File: src/rtl/ula_arbiter.sv
// Round-robin arbiter that shares one external 4-bit logic ULA among N_REQ requesters.
// The winner's operands are latched, the ULA result is captured, and a done pulse returns it.
module ula_arbiter #(
    parameter int unsigned N_REQ = 4,
    parameter int unsigned W     = 4,
    parameter int unsigned SEL_W = 3,
    parameter int unsigned ID_W  = 2,
    parameter int unsigned CNT_W = 8
) (
    input  logic                   clk,
    input  logic                   rst,
    input  logic [N_REQ-1:0]       req,
    input  logic [N_REQ*W-1:0]     req_op_a,
    input  logic [N_REQ*W-1:0]     req_op_b,
    input  logic [N_REQ*SEL_W-1:0] req_sel,
    output logic [N_REQ-1:0]       gnt,
    output logic                   done,
    output logic [ID_W-1:0]        done_id,
    output logic [W-1:0]           result,
    output logic                   busy,
    output logic [CNT_W-1:0]       op_count,
    output logic [W-1:0]           ula_op_a,
    output logic [W-1:0]           ula_op_b,
    output logic [SEL_W-1:0]       ula_sel,
    input  logic [W-1:0]           ula_out
);

    localparam logic [1:0] StIdle = 2'd0;
    localparam logic [1:0] StExec = 2'd1;
    localparam logic [1:0] StDone = 2'd2;

    logic [1:0]       state_q, state_d;
    logic [ID_W-1:0]  id_q, id_d;
    logic [ID_W-1:0]  rr_q, rr_d;
    logic [ID_W-1:0]  done_id_q, done_id_d;
    logic [W-1:0]     op_a_q, op_a_d;
    logic [W-1:0]     op_b_q, op_b_d;
    logic [SEL_W-1:0] sel_q, sel_d;
    logic [W-1:0]     result_q, result_d;
    logic [CNT_W-1:0] cnt_q, cnt_d;

    logic [2*N_REQ-1:0] req_dbl;
    logic [N_REQ-1:0]   req_rot;
    logic [ID_W-1:0]    pick_off;
    logic [ID_W:0]      pick_sum;
    logic [ID_W-1:0]    pick_id;

    // Rotate so the rr pointer sits at bit 0; the lowest set bit is the winner's offset.
    always_comb begin
        req_dbl  = {req, req} >> rr_q;
        req_rot  = req_dbl[N_REQ-1:0];
        pick_off = '0;
        for (int j = N_REQ - 1; j >= 0; j--) begin
            if (req_rot[j]) begin
                pick_off = ID_W'(j);
            end
        end
        pick_sum = {1'b0, rr_q} + {1'b0, pick_off};
        if (pick_sum >= (ID_W+1)'(N_REQ)) begin
            pick_sum = pick_sum - (ID_W+1)'(N_REQ);
        end
        pick_id = pick_sum[ID_W-1:0];
    end

    always_comb begin
        state_d   = state_q;
        id_d      = id_q;
        rr_d      = rr_q;
        done_id_d = done_id_q;
        op_a_d    = op_a_q;
        op_b_d    = op_b_q;
        sel_d     = sel_q;
        result_d  = result_q;
        cnt_d     = cnt_q;
        unique case (state_q)
            StIdle: begin
                if (|req) begin
                    id_d = pick_id;
                    for (int i = 0; i < N_REQ; i++) begin
                        if (pick_id == ID_W'(i)) begin
                            op_a_d = req_op_a[i*W +: W];
                            op_b_d = req_op_b[i*W +: W];
                            sel_d  = req_sel[i*SEL_W +: SEL_W];
                        end
                    end
                    state_d = StExec;
                end
            end
            StExec: begin
                result_d  = ula_out;
                done_id_d = id_q;
                state_d   = StDone;
            end
            StDone: begin
                rr_d = (id_q == ID_W'(N_REQ - 1)) ? '0 : id_q + ID_W'(1);
                if (cnt_q != '1) begin
                    cnt_d = cnt_q + CNT_W'(1);
                end
                state_d = StIdle;
            end
            default: state_d = StIdle;
        endcase
    end

    always_ff @(posedge clk or posedge rst) begin
        if (rst) begin
            state_q   <= StIdle;
            id_q      <= '0;
            rr_q      <= '0;
            done_id_q <= '0;
            op_a_q    <= '0;
            op_b_q    <= '0;
            sel_q     <= '0;
            result_q  <= '0;
            cnt_q     <= '0;
        end else begin
            state_q   <= state_d;
            id_q      <= id_d;
            rr_q      <= rr_d;
            done_id_q <= done_id_d;
            op_a_q    <= op_a_d;
            op_b_q    <= op_b_d;
            sel_q     <= sel_d;
            result_q  <= result_d;
            cnt_q     <= cnt_d;
        end
    end

    always_comb begin
        for (int i = 0; i < N_REQ; i++) begin
            gnt[i] = (state_q != StIdle) && (id_q == ID_W'(i));
        end
    end

    assign busy     = (state_q != StIdle);
    assign done     = (state_q == StDone);
    assign done_id  = done_id_q;
    assign result   = result_q;
    assign op_count = cnt_q;
    assign ula_op_a = op_a_q;
    assign ula_op_b = op_b_q;
    assign ula_sel  = sel_q;

endmodule

File: config.mk
export PLATFORM = sky130hd
export DESIGN_NAME = ula_arbiter
export DESIGN_NICKNAME = d
export VERILOG_FILES = /design/src/rtl/ula_arbiter.sv
export SDC_FILE = /design/constraint.sdc
export NUM_CORES = 1
export LEC_CHECK = 0
export BUFFER_PORTS_ARGS = -buffer_cell sky130_fd_sc_hd__buf_2
export CORE_MARGIN = 4
export CORE_UTILIZATION = 40
export CTS_BUF_LIST = sky130_fd_sc_hd__clkbuf_8
export DETAILED_ROUTE_END_ITERATION = 6
export PLACE_DENSITY = 0.76
export SYNTH_ARGS = -nofsm -noshare
export SYNTH_HDL_FRONTEND = slang
export SYNTH_SLANG_ARGS = --single-unit
File: constraint.sdc
create_clock -name clk -period 2.33 [get_ports clk]
set_input_delay 0.3495 -clock clk [delete_from_list [all_inputs] [get_ports clk]]
set_output_delay 0.3495 -clock clk [all_outputs]
set_load 0.01 [all_outputs]
# Yosys cells after proc, flatten, opt, wreduce, memory -nomap -nowiden
# Cells that the tools add are included.
# Widths: inputs -> output; s select.
[totals]
mem_bits_ro = 0
latch_bits = 0
n_memories = 0
output_inout_bits = 31
reg_bits = 31
ramBits = 0
inputBits = 54
elab_cells = 58
[op_classes]
n_eq_ne = 10
n_addsub = 4
multipliers = 0
n_reduce_logical = 13
n_div = 0
order_cmp = 1
shift = 1
n_mux = 20
n_bitwise = 0
[op_table]
columns = ["cell", "count"]
rows = [
  ["$mux 4", 8],
  ["$mux 2", 7],
  ["$mux 3", 4],
  ["$eq 2x2->1 const B", 5],
  ["$add 8x1->8 const B", 1],
  ["$ne 8x8->1 const B", 1],
  ["$shr 8x2->4", 1],
  ["$eq 2x1->1 const B", 3],
  ["$logic_not 2->1", 3],
  ["$logic_and 1x1->1", 4],
  ["$pmux 2 s2", 1],
  ["$reduce_and 2->1", 2],
  ["$reduce_bool 4->1", 1],
  ["$reduce_or 4->1", 1],
  ["$add 2x2->3", 1],
  ["$ge 3x3->1 const B", 1],
  ["$reduce_and 3->1", 1],
  ["$add 2x1->2 const B", 1],
  ["$ne 2x2->1 const B", 1],
  ["$reduce_bool 2->1", 1],
  ["$sub 2x1->2 const B", 1],
]

# Longest topological paths before layout
# Gate-level depths: netlist (run 1).
[logic_depth]
depth_word = 13
ltp_mapped = 12
depth_no_buf = 10

# Worst setup path before layout (run 1)
# OpenSTA, ideal clock, no wires.
[synth_path]
path_type = "register -> register"
from = "register rr_q[1]"
to = "register sel_q[2], in the netlist ula_sel[2]"
t_arrival_ps = 2150
period_less_slack_ps = 2278
path_stages_with_launch = 13
n_path_buf = 3
slack_ps = 52
required_ps = 2202
setup_time_ps = 128
cell_sequence = "dfrtp_1 > buf_2 > o21ai_0 > a21oi_1 > nor3_1 > a21oi_1 > ha_1 > buf_2 > buf_2 > mux2i_1 > nor3_1 > mux2i_1 > nand3_1"
[synth_between]
elab_chain_len = 12
elab_cells_between_ends = 18
classes_between = "2 x add/sub; 1 x order compare; 3 x eq/ne; 1 x shift; 8 x mux; 3 x reduce/logical"
[synth_lines]
columns = ["item", "line_no", "source"]
rows = [
  ["start, declared", "34", "logic [ID_W-1:0] rr_q, rr_d;"],
  ["start signal, assigned", "119", "rr_q <= rr_d;"],
  ["$shr 8x2->4", "50", "req_dbl = {req, req} >> rr_q;"],
  ["$mux 2 (4 in series)", "54", "if (req_rot[j]) begin"],
  ["$add 2x2->3 (*)", "58", "pick_sum = {1'b0, rr_q} + {1'b0, pick_off};"],
  ["$ge 3x3->1 / $sub 2x1->2 (equally long branches)", "59, 60", ""],
  ["$mux 2 (*)", "59", "if (pick_sum >= (ID_W+1)'(N_REQ)) begin"],
  ["via pick_sum[0]", "45", "logic [ID_W:0] pick_sum;"],
  ["$eq 2x1->1", "80", "if (pick_id == ID_W'(i)) begin"],
  ["$mux 3 (3 in series)", "80", ""],
  ["end signal, assigned", "123", "sel_q <= sel_d;"],
  ["end, declared", "38", "logic [SEL_W-1:0] sel_q, sel_d;"],
]
# Mark *: on every way through the listed nets, which the timed path passes. The rest lies on a longest branch.
# A chain may end at the register's enable or synchronous reset.

# Worst setup path in the final report (run 1)
[layout_path]
from = "register rr_q[1]"
to = "register op_a_q[3], in the netlist ula_op_a[3]"
[layout_between]
elab_chain_len = 12
elab_cells_between_ends = 18
classes_between = "2 x add/sub; 1 x order compare; 3 x eq/ne; 1 x shift; 8 x mux; 3 x reduce/logical"
[layout_lines]
columns = ["item", "line_no", "source"]
rows = [
  ["$shr 8x2->4", "50", ""],
  ["$mux 2 (4 in series)", "54", ""],
  ["$add 2x2->3 (*)", "58", ""],
  ["$ge 3x3->1 / $sub 2x1->2 (equally long branches)", "59, 60", ""],
  ["$mux 2 (*)", "59", ""],
  ["via pick_sum[0]", "45", ""],
  ["$eq 2x1->1", "80", ""],
  ["$mux 4 (3 in series)", "80", ""],
  ["end signal, assigned", "121", "op_a_q <= op_a_d;"],
  ["end, declared", "36", "logic [W-1:0] op_a_q, op_a_d;"],
]
# Marks and branches as above.

==> impl_metrics.ini, run 1 <==
[routing]
postRouteAntennaNets = 0
first_pass_iters = 4
wl_per_cell_um = 13.8
first_iter_violations = 38
drc_errors = 0
wirelength_um = 5550
vias = 2051
vias_per_cell = 5.09

[synth]
synth_compound_area_share_pct = 5.55
ys_seq_area_share_pct = 34.4
netlist_area_um2 = 2250
yosysUniqueCellTypes = 33
synthCells = 242
synth-adder-area-share_pct = 3.33
synth_seq_cells = 31
synth-simple-area-share_pct = 23.7
synth_top_area_share_pct = 34.4
synth_area_leader_cell = dfrtp_1
synth_top_family_by_area = simple AND/OR/NAND/NOR gates
synthMuxAreaShare_pct = 23.5
synthXorXnorAreaFrac_pct = 3.44
avgSynthCellArea_um2 = 9.32
synth_area_leaders = dfrtp_1 (34%), mux2i_1 (20%), nor3_1 (8.7%)
yosysWarnings = 0
synth_fp_nets = 302

[die]
die_x_um = 83.1
start_util_pct = 41.2
rows = 27
io_pins = 85
die_h_um = 83.1
core_area_um2 = 5470
die-area_um2 = 6900

[final_layout]
area_growth_pct = 30.9
layout_common_cells = buf_2 (84), mux2i_1 (41), nor3_1 (39)
antenna_cells = 0
drive_gt1_share_pct = 38.7
layout_commonest_cell = buf_2
finalNetCount = 390

[worst_hold_path]
hold_class = input pin to asynchronous set/reset pin

[power]
p_per_area_nw_per_um2 = 1560
power_mw = 4.59
ir_worst_vdd_mv = 0.790
p_leak_nw = 1.55

[clock_network]
root_buffer = clkbuf_8
cts.sinks = 31
clock_latency_ns = 0.29
postCtsHoldBufs = 0
cts.reportedPaths.clkPinSlew_ns = 0.07
numCtsBuffers = 5
cts_htree_levels = 2
cts_tree = built
postCtsSetupBuffers = 0
clk_path_buf_depth = 2

[sta]
setup_viol = 0
fin_skew_ns = 0.00919
grt_setup_unrepaired = yes
hold_viol = 0
tightest_slew_ns = 0.563
timing.fmax_ghz = 0.453
min_period_ns = 2.21
fin_crit_sh_pct = 94.7
maxSlewHeadroom_pct = 62.4
slew_viol_final = 0
fin_ws_ns = 0.122

[placed_design]
dp_slack_ns = -0.00422
dp_hpwl_um = 4430
place_congestion = 0.855
portBuffers = 84

[setup_path]
crit_path_max_incr_delay_ns = 0.40
cp_max_fo = 22
crit_start = rr_q[1]$_DFFE_PP0P_
critPathSlowestCell = dfrtp_1
worstReg2RegStart = rr_q[1]$_DFFE_PP0P_
cp.required_ns = 2.49
r2r_setup_slack_ns = 0.12
r2r_end = ula_op_a[3]$_DFFE_PP0P_
path_buf_inv = 1
ff2ff_path_depth = 10
crit_path_end_kind = flip-flop
criticalPathCategory = flip-flop to flip-flop
path_delay_family = multiplexers
startpoint_type = flip-flop
cp_cell_sequence = o21ai_0 -> a21oi_1 -> nor3_1 -> a21oi_1 -> ha_1 -> buf_12 -> mux2i_2 -> nor3_1 -> mux2i_1 -> nand3_1
arrival_ns = 2.37

[grt]
grt_pass1_vias = 2034
grt_max_degree = 30
antenna_found_initial = 0
grt.total_usage_pct = 16.5
grt_pass1_wl_um = 9330
gr-total-overflow = 0

[run_status]
outcome = completed

[job]
maxCapViolations = 0
==> synthesized netlist by cell type (all sizes together) <==
library cell	count
nor3	45
mux2i	44
dfrtp	31
nand2	20
nand3	14
buf	11
inv	8
mux2	8
nor2	8
clkbuf	7
xnor2	7
ha	6
nor2b	6
o21ai	6
a21oi	5
nand2b	3
nand4	3
o32ai	2
a211o	1
a2bb2oi	1
a32oi	1
and2	1
and3	1
and4	1
or2b	1
xor2	1
==> layout make-up <==
class	instances	area, um^2
fillers	520	2520
multi-input cells	185	1360
flip-flops and latches	31	776
repair buffers	99	583
well taps	72	90.1
clock buffers	6	82.6
clock inverters	2	35.0
inverters	8	30.0
==> worst max-delay path by stage <==
stage | endpoint | slack, ns | cells after the start
2_1_floorplan | ula_sel[2]$_DFFE_PP0P_ | 0.05 | 12
3_3_place_gp | ula_op_a[3]$_DFFE_PP0P_ | 0.04 | 12
3_5_place_dp | ula_op_a[3]$_DFFE_PP0P_ | -0.004 | 12
4_1_cts | ula_op_a[3]$_DFFE_PP0P_ | 0.08 | 10
5_1_grt | ula_op_a[3]$_DFFE_PP0P_ | -0.02 | 10
6_report | ula_op_a[3]$_DFFE_PP0P_ | 0.12 | 10
==> layer usage <==
metal,vias to the layer above,track usage [%],share of wire (%)
met2,73,28.8,50
met1,934,19.3,41
met5,-,0,0
li1,1036,-,-
met3,8,5.65,7.8
met4,0,4.16,1.2
==> kinds of logic (layout without fill, tap and decap cells) <==
logic type               Yosys count  after routing
adder cells (fa/ha/maj)            6              6
flip-flops                        31             31
AND/OR/NAND/NOR                  103            103
buffers and inverters             26            115
AO/OA/AOI/OAI                     16             16
XOR/XNOR                           8              8
multiplexers                      52             52
==> what timing repair did <==
item / in CTS / in global routing
endpoints found under the hold margin: 0 / 0
gates resized for setup: 0 / 3
endpoints found under the setup margin: 0 / 4
==> sequential cells by signal, summed over array words and instances, names as in the netlist <==
name and cells:
ula_sel 3, ula_op_b 4, result 4, op_count 8, id_q 2, ula_op_a 4, rr_q 2, state_q 2
done_id 2
==> power by group <==
group	switching (mW)	internal, mW	leakage, nW
clock network	0.207	0.346	0.0612
registers	0.195	0.799	0.382
logic	1.65	1.39	1.10
total	2.05	2.54	1.55
==> metrics by stage <==
stage                     setup TNS, ns  std cells  util (%)  instance area [um^2]  hold WS (ns)
after floorplan                       0        242         -                  2250         0.453
after global placement                0        395      51.6                  2820         0.366
after detailed placement       -0.00422        395      51.6                  2820         0.361
after CTS                             0        403      53.7                  2940        0.0444
after global routing            -0.0478        403      53.9                  2950        0.0689
final                                 0        403      53.9                  2950        0.0346
(Power assumes the default switching activity.)
==> inputs of run 2 (changes only) <==
==> config.mk (replaced) <==
export PLATFORM = sky130hd
export DESIGN_NAME = ula_arbiter
export DESIGN_NICKNAME = d
export VERILOG_FILES = /design/src/rtl/ula_arbiter.sv
export SDC_FILE = /design/constraint.sdc
export NUM_CORES = 1
export LEC_CHECK = 0
export CORE_MARGIN = 4
export CORE_UTILIZATION = 40
export CTS_BUF_LIST = sky130_fd_sc_hd__clkbuf_8
export DETAILED_ROUTE_END_ITERATION = 6
export DONT_BUFFER_PORTS = 1
export PLACE_DENSITY = 0.62
export SYNTH_ARGS = -nofsm -noshare
export SYNTH_HDL_FRONTEND = slang
export SYNTH_SLANG_ARGS = --single-unit
==> impl_metrics.ini, run 2 (same netlist as run 1, synthesis figures left out) <==
[die]
die-area_um2 = 6900
start_util_pct = 41.2
die_x_um = 83.1
rows = 27
core_area_um2 = 5470
io_pins = 85
die_h_um = 83.1

[sta]
maxSlewHeadroom_pct = 72.1
timing.fmax_ghz = 0.466
grt_setup_unrepaired = no
setup-tns-final_ns = 0
slew_viol_final = 0
fin_skew_ns = 0.00721
min_period_ns = 2.14
hold_viol = 0
tightest_slew_ns = 0.418
fin_crit_sh_pct = 92.0
setup_viol = 0

[grt]
grt_pass1_wl_um = 8360
antenna_found_initial = 0
grt_pass1_vias = 1711
grt_max_degree = 59
grt.total_usage_pct = 15.0
gr-total-overflow = 0

[power]
switchingPower_mw = 2.03
seqPwrFrac_pct = 25.6
ir_worst_vdd_mv = 0.794
power_mw = 4.37
power_frac_comb_pct = 65.5
p_clk_share_pct = 8.8
p_leak_nw = 1.17
internal_power_mw = 2.34
p_per_area_nw_per_um2 = 1740
switching_share_pct = 46.5

[routing]
first_pass_iters = 4
vias = 1769
drc_errors = 0
postRouteAntennaNets = 0
first_iter_violations = 57
wl_per_cell_um = 16.9
wirelength_um = 5310
vias_per_cell = 5.62

[final_layout]
layout_common_cells = nor3_1 (39), mux2i_1 (36), dfrtp_1 (31)
antenna_cells = 0
final-instance-count-excl-fill = 315
drive_gt1_share_pct = 18.5
largest_reg_flops = 8
area_growth_pct = 11.8
layout_commonest_cell = nor3_1
finalNetCount = 304

[clock_network]
clock_latency_ns = 0.27
postCtsHoldBufs = 0
postCtsSetupBuffers = 0
ctsResizeCount = 0
numCtsBuffers = 5
cts_htree_levels = 2
cts_tree = built
cts.sinks = 31
root_buffer = clkbuf_8
cts.reportedPaths.clkPinSlew_ns = 0.07
clk_path_buf_depth = 2

[placed_design]
dp_cells = 308
dp_hpwl_um = 3850
portBuffers = 0
place_congestion = 0.742

[setup_path]
path_delay_family = multiplexers
startpoint_type = flip-flop
cp.required_ns = 2.48
cp_max_fo = 6
path_buf_inv = 1
critPathSlowestCell = dfrtp_1
criticalPathCategory = flip-flop to flip-flop
crit_path_max_incr_delay_ns = 0.42
arrival_ns = 2.30
cp_cell_sequence = o21ai_0 -> a21oi_1 -> nor3_1 -> a21oi_1 -> ha_4 -> buf_6 -> mux2i_2 -> nor3_1 -> mux2i_1 -> nand3_1
crit_path_end_kind = flip-flop

[job]
maxCapViolations = 0

[worst_hold_path]
hold_class = input pin to asynchronous set/reset pin

[run_status]
outcome = completed
## run 2: cell count changes in the layout (fill, tap and decap cells not counted), moves of 3 or more
cell | previous run | this run
buf_2 | 84 | 0
mux2i_1 | 41 | 36
mux2i_2 | 3 | 7
buf_4 | 11 | 8
## run 2: area by class of cell
type | count | area (um^2)
repair buffers | 13 | 156
inverters | 8 | 30.0
multi-input cells | 185 | 1400
clock buffers | 5 | 68.8
flip-flops and latches | 31 | 776
clock inverters | 1 | 3.75
well taps | 72 | 90.1
fillers | 539 | 2950
## run 2: power by group through the flow
stage | logic (mW) | clock network, mW | registers, mW
4_1_cts | 2.62 | 0.407 | 1.13
3_5_place_dp | 2.61 | 0 | 1.13
2_1_floorplan | 2.05 | 0 | 1.06
5_1_grt | 3.13 | 0.434 | 1.15
6_report | 2.87 | 0.386 | 1.12
3_3_place_gp | 2.55 | 0 | 1.13
## run 2: per-layer routing
layer	part of all wire, %	vias up	track usage [%]
li1	-	863	-
met1	41	835	17.4
met2	50	65	25.8
met3	8.0	6	4.96
met4	1.3	0	5.35
met5	0	-	0
## run 2: final timing paths
path                                             start                      end  slack (ns)  cells past startpoint
worst max-delay path               rr_q[1]$_DFFE_PP0P_   ula_sel[0]$_DFFE_PP0P_        0.19                     10
worst min-delay path                               rst  op_count[4]$_DFFE_PP0P_        0.04                      2
worst max register to register     rr_q[1]$_DFFE_PP0P_   ula_sel[0]$_DFFE_PP0P_        0.19                     10
worst min register to register  done_id[1]$_DFFE_PP0N_   done_id[1]$_DFFE_PP0N_        0.56                      2
max in group asynchronous                          rst    result[2]$_DFFE_PP0N_        1.98                      2
min in group clk                            ula_out[2]    result[2]$_DFFE_PP0N_        0.23                      1
## run 2: metrics by stage
| step | worst slack (ns) | util (%) | hold slack, ns | instance area [um^2] |
|---|---|---|---|---|
| 6_report | 0.186 | 46.0 | 0.0436 | 2520 |
| 5_1_grt | 0.0226 | 46.0 | 0.0924 | 2520 |
| 4_1_cts | 0.105 | 44.6 | 0.0569 | 2440 |
| 3_5_place_dp | 0.118 | 43.3 | 0.362 | 2370 |
| 3_3_place_gp | 0.175 | 43.3 | 0.355 | 2370 |
| 2_1_floorplan | 0.0524 | - | 0.453 | 2250 |
